File: config.mk
export PLATFORM = sky130hd
export DESIGN_NAME = uart_tx_sched
export DESIGN_NICKNAME = d
export VERILOG_FILES = /design/src/rtl/uart_sched_pkg.sv /design/src/rtl/uart_tx_sched_rr_pick.sv /design/src/rtl/uart_tx_sched.sv
export SDC_FILE = /design/constraint.sdc
export NUM_CORES = 1
export LEC_CHECK = 0
export CORE_MARGIN = 2
export CORE_UTILIZATION = 35
export DETAILED_ROUTE_END_ITERATION = 12
export PLACE_DENSITY = 0.67
export SETUP_SLACK_MARGIN = 0.05
export SYNTH_ARGS = -nofsm -noshare
export SYNTH_HDL_FRONTEND = slang
export SYNTH_SLANG_ARGS = --single-unit
File: constraint.sdc
create_clock -name clk -period 1.75 [get_ports clk]
set_input_delay 0.35 -clock clk [delete_from_list [all_inputs] [get_ports clk]]
set_output_delay 0.35 -clock clk [all_outputs]
set_load 0.02 [all_outputs]
File: src/rtl/uart_sched_pkg.sv
// Shared constants for the UART transmit scheduler: state encoding, defaults
// and the round-robin pointer advance helper.
package uart_sched_pkg;

    localparam int NREQ_DEF    = 3;
    localparam int OWN_W_DEF   = 2;
    localparam int HOLDOFF_DEF = 4;

    localparam logic [1:0] ST_IDLE = 2'd0;
    localparam logic [1:0] ST_SEND = 2'd1;
    localparam logic [1:0] ST_HOLD = 2'd2;

    function automatic int next_ptr(input int ptr, input int nreq);
        return (ptr + 1 >= nreq) ? 0 : ptr + 1;
    endfunction

endpackage

File: src/rtl/uart_tx_sched_rr_pick.sv
// Combinational rotating-priority selector: first asserted req at or above
// ptr, wrapping at NREQ.
module rr_pick #(
    parameter int NREQ  = 3,
    parameter int OWN_W = 2
) (
    input  logic [NREQ-1:0]  req,
    input  logic [OWN_W-1:0] ptr,
    output logic             valid,
    output logic [OWN_W-1:0] idx
);

    always_comb begin
        int j;
        valid = 1'b0;
        idx   = '0;
        j     = 0;
        // Scan from the far end so the candidate closest to ptr wins last.
        for (int k = NREQ - 1; k >= 0; k--) begin
            j = (int'(ptr) + k) % NREQ;
            if (req[j]) begin
                valid = 1'b1;
                idx   = OWN_W'(j);
            end
        end
    end

endmodule

File: src/rtl/uart_tx_sched.sv
// Message-atomic round-robin scheduler sharing one UART transmit byte channel
// between several monitor requesters, paced against tx_rdy.
//
// state | meaning
// IDLE  | no message owned; pick next requester round-robin
// SEND  | owner holds channel; wait for tx_rdy, issue one byte
// HOLD  | post-byte holdoff while stale tx_rdy settles
module uart_tx_sched
    import uart_sched_pkg::*;
#(
    parameter int NREQ    = NREQ_DEF,
    parameter int OWN_W   = OWN_W_DEF,
    parameter int HOLDOFF = HOLDOFF_DEF
) (
    input  logic              clk,
    input  logic              rst_n,
    input  logic [NREQ-1:0]   req,
    input  logic [8*NREQ-1:0] data,
    input  logic [NREQ-1:0]   last,
    output logic [NREQ-1:0]   ack,
    input  logic              tx_rdy,
    output logic              tx_en,
    output logic [7:0]        tx_data,
    output logic              busy,
    output logic [OWN_W-1:0]  owner
);

    logic [1:0]       state;
    logic [OWN_W-1:0] rr_ptr;
    logic [3:0]       hold_cnt;
    logic             last_q;
    logic             pick_valid;
    logic [OWN_W-1:0] pick_idx;

    rr_pick #(
        .NREQ  (NREQ),
        .OWN_W (OWN_W)
    ) u_pick (
        .req   (req),
        .ptr   (rr_ptr),
        .valid (pick_valid),
        .idx   (pick_idx)
    );

    always_ff @(posedge clk) begin
        if (!rst_n) begin
            state    <= ST_IDLE;
            rr_ptr   <= '0;
            hold_cnt <= '0;
            last_q   <= 1'b0;
            ack      <= '0;
            tx_en    <= 1'b0;
            tx_data  <= 8'h00;
            busy     <= 1'b0;
            owner    <= '0;
        end else begin
            tx_en <= 1'b0;
            ack   <= '0;
            case (state)
                ST_IDLE: begin
                    if (pick_valid) begin
                        owner <= pick_idx;
                        busy  <= 1'b1;
                        state <= ST_SEND;
                    end
                end
                ST_SEND: begin
                    if (!req[owner]) begin
                        rr_ptr <= OWN_W'(next_ptr(int'(owner), NREQ));
                        busy   <= 1'b0;
                        state  <= ST_IDLE;
                    end else if (tx_rdy) begin
                        tx_en      <= 1'b1;
                        tx_data    <= data[int'(owner)*8 +: 8];
                        ack[owner] <= 1'b1;
                        last_q     <= last[owner];
                        // HOLD runs HOLDOFF+1 cycles so issued bytes land HOLDOFF+2 apart.
                        hold_cnt   <= 4'(HOLDOFF);
                        state      <= ST_HOLD;
                    end
                end
                ST_HOLD: begin
                    if (hold_cnt == 4'd0) begin
                        if (last_q) begin
                            rr_ptr <= OWN_W'(next_ptr(int'(owner), NREQ));
                            busy   <= 1'b0;
                            state  <= ST_IDLE;
                        end else begin
                            state <= ST_SEND;
                        end
                    end else begin
                        hold_cnt <= hold_cnt - 4'd1;
                    end
                end
                default: begin
                    busy  <= 1'b0;
                    state <= ST_IDLE;
                end
            endcase
        end
    end

endmodule

# Word level (Yosys, flattened, before mapping)
# Cells that the tools add are included.
[word_totals]
regBits = 24
latchBits = 0
ram_bits = 0
romBits = 0
inputBits = 33
out_inout_bits = 15
elab_cells = 87
memories = 0
[op_classes]
addsub = 4
mul = 0
div_mod_pow = 3
order_cmp = 6
n_eq_ne = 10
n_shift = 1
muxes = 42
bitwise_logic = 0
n_reduce_logical = 12
[ops]
columns = ["operator", "n"]
rows = [
  ["$lt A32 B4 Y1 const B", 3],
  ["$mod A32 B3 Y32 const B", 2],
  ["$mod A3 B3 Y32 const B", 1],
  ["$shiftx A24 B6 Y8", 1],
  ["$mux W2", 11],
  ["$mux W1", 18],
  ["$reduce_and A4 Y1", 4],
  ["$ne A2 B2 Y1 const B", 7],
  ["$mux W4", 3],
  ["$bmux W1 S2", 5],
  ["$reduce_and A3 Y1", 3],
  ["$pmux W4 S2", 1],
  ["$add A2 B1 Y3 const B", 2],
  ["$pmux W2 S3", 1],
  ["$logic_not A4 Y1", 1],
  ["$pmux W2 S2", 1],
  ["$sub A4 B1 Y4 const B", 1],
  ["$add A2 B2 Y3 const B", 1],
  ["$ge A3 B2 Y1 const B", 1],
  ["$lt A2 B3 Y1 const B", 1],
  ["$ne A3 B3 Y1 const B", 1],
  ["$pmux W1 S3", 1],
  ["$demux W1 S2", 1],
  ["$eq A2 B1 Y1 const B", 1],
  ["6 further kinds", 6],
]

# Longest topological paths before layout
# Gate-level depths: netlist (run 1).
[logic_depth]
depth_word = 10
mapped_depth = 8
ltp_nobuf = 7

# Hierarchy
# Synthesis (run 1) repeated with hierarchy kept, for this count alone.
[hier_totals]
cells_unflattened = 168
area_unflattened_um2 = 1510.2
[modules_own_cells]
columns = ["module", "n_inst", "cells_each", "area_each_um2", "seq_area_each_um2"]
rows = [
  ["uart_tx_sched", 1, 141, 1318.8, 480.5],
  ["rr_pick", 1, 27, 191.4, 0.0],
]

# Least setup slack after synthesis (run 1)
# Ideal clock, no wire load.
[synth_path]
kind = "register -> register"
startpoint = "register rr_ptr[0]"
endpoint = "register owner[0]"
setup_time_ns = 0.117
arrival_time_ns = 1.680
required_ns = 1.633
setup_slack_ns = -0.048
stages_incl_launch_ff = 8
n_path_buf = 0
period_less_slack_ns = 1.798
path_cell_list = "dfxtp_1 > inv_1 > ha_1 > a22o_1 > a211o_1 > a22oi_1 > nor3_1 > a32o_1"
[synth_between]
elab_chain_cells = 9
word_cells_on_any_way = 21
classes_between = "add/sub: 2; div: 3; mux: 15; reduce/logical: 1"
[synth_lines]
columns = ["element", "line_no", "text"]
rows = [
  ["start, declared", "uart_tx_sched.sv:29", "logic [OWN_W-1:0] rr_ptr;"],
  ["start signal, assigned", "uart_tx_sched.sv:69", "rr_ptr <= OWN_W'(next_ptr(int'(owner), NREQ));"],
  ["start signal, assigned", "uart_tx_sched.sv:85", "rr_ptr <= OWN_W'(next_ptr(int'(owner), NREQ));"],
  ["$add A2 B2 Y3", "uart_tx_sched_rr_pick.sv:20", "j = (int'(ptr) + k) % NREQ;"],
  ["$mod A32 B3 Y32", "uart_tx_sched_rr_pick.sv:20", ""],
  ["$bmux W1 S2", "uart_tx_sched_rr_pick.sv:21", "if (req[j]) begin"],
  ["$mux W1 (implied by the code) (2 in a row)", "uart_tx_sched_rr_pick.sv:21", ""],
  ["$mux W1 (3 in a row)", "uart_tx_sched_rr_pick.sv:21", ""],
  ["$reduce_and A2 Y1 (no source line)", "--", ""],
  ["end signal, assigned", "uart_tx_sched.sv:62", "owner <= pick_idx;"],
  ["end, declared", "uart_tx_sched.sv:25", "output logic [OWN_W-1:0] owner"],
]
# Several ways; a longest one is shown, not always the timed one. The select of a mux whose other input is x is not followed.
# A chain may end at the register's enable or synchronous reset.

# Worst setup path after layout (run 1)
[layout_path]
startpoint = "register rr_ptr[0]"
endpoint = "register owner[1]"
# The elaborated chain is that of the path after synthesis.

==> out/results.tsv, run 1 <==
metric	value	unit
startpoint_type	flip-flop	
rows	23	
p_int	1.42	mW
ctsHoldBuffers	0	
violations	setup timing	
drtAntennaViolNets	0	
p_sw_share	32.4	%
fin_skew	0.00542	ns
critPathMaxFanout	5	
track_usage	17.5	%
drc_errors	0	
ir_drop	0.501	mV
diodes	0	
mostFrequentLayoutCells	clkdlybuf4s50_1, buf_4, dfxtp_1	
synth-edff-count	0	
clkTransAtPathRegs	0.09	ns
routed_wl	4060	µm
final_max_slew_viol_count	0	
syn_to_final_growth	66.5	%
synth_nets	201	
nets	275	
dieArea	4610	µm²
layout-drive-gt1-share	34.3	%
clock_latency	0.28	ns
antenna_found_initial	0	
relSlewSlack	75.4	%
hold_ws	0.464	ns
cts_max_level	1	
synth-main-ff-cell	dfxtp_1	
yosysWarnings	0	
synth_cell_types	43	
gp_congestion	0.866	
die_h	67.9	µm
async_reset_ff_share	0	%
syn_avg_cell_area	8.77	µm²
pwr_density_cell	883	nW/µm²
vias	1480	
critPathCaptureType	flip-flop	
period_share	100	%
placed_area	2110	µm²
p_leak	0.934	nW
p_sw	0.681	mW
rsz0062_at_grt	true	
wl_per_cell	14.2	µm
n_fill_cell	350	
portBuffers	47	
start_util	36.0	%
setup_ws	-0.00552	ns
synthCells	163	
report.final.hold_viol_count	0	
p_comb_share	45.1	%
numCtsBuffers	3	
ys_seq_elements	24	
clockBufferDepth	2	
fin_crit	1.76	ns
core	3970	µm²
via_per_inst	5.17	
synth_top_area_share	33.6	%
grt_max_degree	15	
tightest_slew	0.367	ns
cts_tree	done	
die_w	67.9	µm
yosysSeqAreaShare	33.6	%
worst-endpoint-arrival	1.95	ns
first_pass_iters	4	
grt_pass1_vias	1320	
fmax	570	MHz
cts_sinks	24	
fin_area	2380	µm²
cts_root_buf	clkbuf_8	
syn_area	1430	µm²
post-synth-top-area-cell	dfxtp_1	
post-dp-hpwl	2800	µm
maxCapViolCount	0	
layout_commonest_cell	clkdlybuf4s50_1	
grt-ovfl-total	0	
sequentialPowerShare	31.3	%
setup_viol	1	
worstPathRequired	1.94	ns
io_pins	48	
drtIter0Drc	108	
status	finished, violations left	
hp-class	flip-flop to flip-flop	
ys_top_cells_by_area	dfxtp_1, mux2_2, a221oi_2	
power.share.clock	23.6	%
grt_pass1_wl	6060	µm
crit_type	flip-flop to flip-flop	
## critical path: stages (launching register included)
cell and delay, ns:
dfxtp_4 0.39, inv_4 0.04, buf_6 0.11, ha_4 0.24, buf_6 0.11, a311oi_2 0.25, a22oi_2 0.09, buf_6 0.15
buf_6 0.11, a211oi_2 0.19
## synth_stat cells, types with 2 or more instances
library cell / n
a211oi_1: 2
a21oi_1: 9
a221oi_1: 3
a221oi_2: 6
a31oi_1: 3
and3_1: 2
buf_6: 3
clkbuf_1: 6
dfxtp_1: 24
ha_1: 5
inv_1: 10
mux2_2: 9
mux2i_1: 2
nand2_1: 9
nand2b_1: 4
nand3_1: 3
nor2_1: 18
nor2b_1: 2
nor3_1: 16
o21a_1: 2
o21ai_0: 2
o31ai_1: 2
## sequential cells by signal, summed over array words and instances, names as in the netlist
name / count
ack: 3
busy: 1
hold_cnt: 4
last_q: 1
owner: 2
rr_ptr: 2
state: 2
tx_data: 8
tx_en: 1
## logic make-up (layout without fill, tap and decap cells)
logic type | after synthesis | count (layout) | share of synthesized area (%)
AOI/OAI and AO/OA | 40 | 40 | 24.0
adders and majority gates | 5 | 5 | 4.38
buffers and inverters | 21 | 93 | 7.18
DFF | 24 | 24 | 33.6
muxes | 12 | 12 | 9.54
and+or+nand+nor | 61 | 62 | 21.3
## final timing paths
path | from | to | slack (ns) | depth (start not counted)
min | busy | busy | 0.46 | 2
max reg2reg | rr_ptr[0] | owner[1] | -0.006 | 9
max | rr_ptr[0] | owner[1] | -0.006 | 9
min reg2reg | busy | busy | 0.46 | 2
## power by group through the flow
stage	Clock, mW	Combinational, mW	Sequential (mW)
floorplan	0	0.423	0.697
global placement	0	0.787	0.660
detailed placement	0	0.792	0.661
CTS	0.511	0.834	0.651
global route	0.532	1.02	0.666
finish	0.496	0.948	0.657
## stage by stage
step | std cells | TNS [ns] | setup slack, ns | total power [mW] | util [%]
after detailed placement | 273 | -4.43 | -0.330 | 1.45 | 53.0
after global routing | 286 | -0.101 | -0.0551 | 2.22 | 59.9
final | 286 | -0.00552 | -0.00552 | 2.10 | 59.9
after global placement | 273 | -3.83 | -0.280 | 1.45 | 53.0
after floorplan | 163 | 0 | 0.0340 | 1.12 | -
after CTS | 281 | 0 | 0.0184 | 2.00 | 56.6
## area by class of cell
cell class              instances  area [µm²]  area share (%)
multi-input cells             119         962            40.4
repair buffers                 78         748            31.4
flip-flops and latches         24         492            20.7
well taps                      50        62.6            2.63
inverters                      11        43.8            1.84
clock buffers                   3        41.3            1.74
clock inverters                 1        30.0            1.26
## routing by layer
metal	GRT usage, %	wire, µm
met4	6.75	65
met3	4.44	291
met5	0	0
met2	27.9	1950
met1	22.7	1760
## timing repair
action | in CTS | in global routing
setup buffers | 3 | 5
gates resized for setup | 16 | 22
endpoints found under the setup margin | 9 | 15
pin swaps | 8 | 11
gates cloned | 1 | 0
No activity file was read; power rests on OpenSTA's default activity.
==> inputs of run 2 (changes only) <==
- CAP_MARGIN: default -> 20
==> results of run 2 <==
Same layout as run 1: the final DEF is identical, and so are final timing and power.
==> inputs of run 3 (changes only) <==
- ABC_AREA: default -> 0
- CTS_BUF_LIST: default -> sky130_fd_sc_hd__clkbuf_2 sky130_fd_sc_hd__clkbuf_4 sky130_fd_sc_hd__clkbuf_8
- SETUP_SLACK_MARGIN: 0.05 -> default
==> run 3 against run 2 <==
  * The flow now finishes without violations
  * Largest power group unchanged
  * Critical path depth shrank 4
  * Sequential power is essentially flat
  * Die area is the same
  * Critical endpoint is now hold_cnt[0]
  * Clock-buffer cell count grew 1
  * Power shrank 12%
  * Global-route usage shrank 0.34 points
  * Worst setup slack gained 0.020 ns
  * Wire length shrank 6.4%
==> out/results.tsv, run 3 (synthesis gave the netlist of run 1 again) <==
metric	value	unit
worstPathBufferInverterCount	0	
crit_type	flip-flop to flip-flop	
cts_sinks	24	
final_max_slew_viol_count	0	
post-dp-hpwl	2920	µm
seq_area	487	µm²
grt_pass1_wl	6020	µm
rows	23	
grt_max_degree	15	
layout_commonest_cell	clkdlybuf4s50_1	
drtIter0Drc	137	
crit_chain	mux2_4 -> a22oi_4 -> or3_4 -> and3_1 -> o21a_1	
fin_crit	1.74	ns
largestRegisters	tx_data x8, hold_cnt x4, ack x3	
die_w	67.9	µm
grt-ovfl-total	0	
grt_pass1_vias	1255	
gp_congestion	0.894	
hp-class	flip-flop to flip-flop	
die_h	67.9	µm
status	completed	
first_pass_iters	4	
multi_input_area	890	µm²
setup_viol	0	
track_usage	17.2	%
rsz0062_at_grt	true	
fin_skew	0.00657	ns
period_share	99.2	%
startpoint_type	flip-flop	
top_register	tx_data	
drtAntennaViolNets	0	
start_util	36.0	%
relSlewSlack	77.0	%
fmax	576	MHz
nets	268	
pwr_density_cell	835	nW/µm²
worstPathRequired	1.91	ns
power.total	1.85	mW
n_fill_cell	358	
mostFrequentLayoutCells	clkdlybuf4s50_1, buf_4, dfxtp_1	
cts_max_level	1	
cts_tree	done	
post-place-ws	-0.328	ns
dp.cells	273	
routed_wl	3800	µm
clkTransAtPathRegs	0.09	ns
fin_area	2220	µm²
antenna_found_initial	0	
report.final.hold_viol_count	0	
maxCapViolCount	0	
setup_ws	0.0146	ns
r2r_setup_slack	0.01	ns
tightest_slew	0.345	ns
largest_reg_flops	8	
syn_to_final_growth	55.3	%
clock_latency	0.26	ns
max_stage_delay	0.49	ns
portBuffers	47	
p_leak	0.874	nW
critPathMaxFanout	14	
worst-endpoint-arrival	1.89	ns
cts_root_buf	clkbuf_8	
io_pins	48	
crit_path_top_delay_cell	dfxtp_1	
layout-drive-gt1-share	27.9	%
clockBufferDepth	2	
via_per_inst	5.19	
hold_ws	0.449	ns
placed_area	2100	µm²
wl_per_cell	13.6	µm
numCtsBuffers	3	
path_delay_family	simple AND/OR/NAND/NOR gates	
vias	1447	
drc_errors	0	
ir_drop	0.554	mV
critPathCaptureType	flip-flop	
dieArea	4610	µm²
diodes	0	
core	3970	µm²
finalNonFillerCells	279	
## run 3: metal layers
| metal | track usage, % | up-vias | wire length, µm |
|---|---|---|---|
| met5 | 0 | - | 0 |
| met3 | 4.61 | 2 | 273 |
| met4 | 3.00 | 0 | 17 |
| met2 | 28.3 | 42 | 1770 |
| met1 | 22.8 | 678 | 1740 |
| li1 | - | 725 | - |
## run 3: what timing repair did
| item | CTS | global route |
|---|---|---|
| hold buffers | 0 | 0 |
| pin swaps | 5 | 6 |
| setup endpoints to repair | 5 | 10 |
| resized for setup | 8 | 7 |
| buffers inserted | 1 | 1 |
## run 3: power by group
group          switching (mW)  internal, mW
registers              0.0520         0.604
clock network           0.176         0.201
logic                   0.386         0.432
## run 3: cell type report
class,count,area share (%)
Sequential cell,24,21.9
Tap cell,50,2.82
Clock buffer,4,2.48
Multi-Input combinational cell,118,40.1
Inverter,11,1.86
Timing Repair Buffer,72,30.8
## run 3: metrics by stage
step                      TNS (ns)  utilization [%]
after floorplan                  0                -
after global placement       -3.75             53.0
after detailed placement     -4.32             53.0
after CTS                 -0.00915             55.2
after global routing        -0.123             55.9
final                            0             55.9
## run 3: worst paths after layout
| path | depth (start not counted) | start | end |
|---|---|---|---|
| worst max-delay path | 5 | owner[0] | hold_cnt[0] |
| worst max register to register | 5 | owner[0] | hold_cnt[0] |
| worst min register to register | 2 | busy | busy |
| worst min-delay path | 2 | busy | busy |
## run 3: worst reg2reg max path: stages, from the launching register on
cell and delay [ns]:
dfxtp_1 0.49, mux2_4 0.23, a22oi_4 0.08, or3_4 0.44, and3_1 0.21, o21a_1 0.18
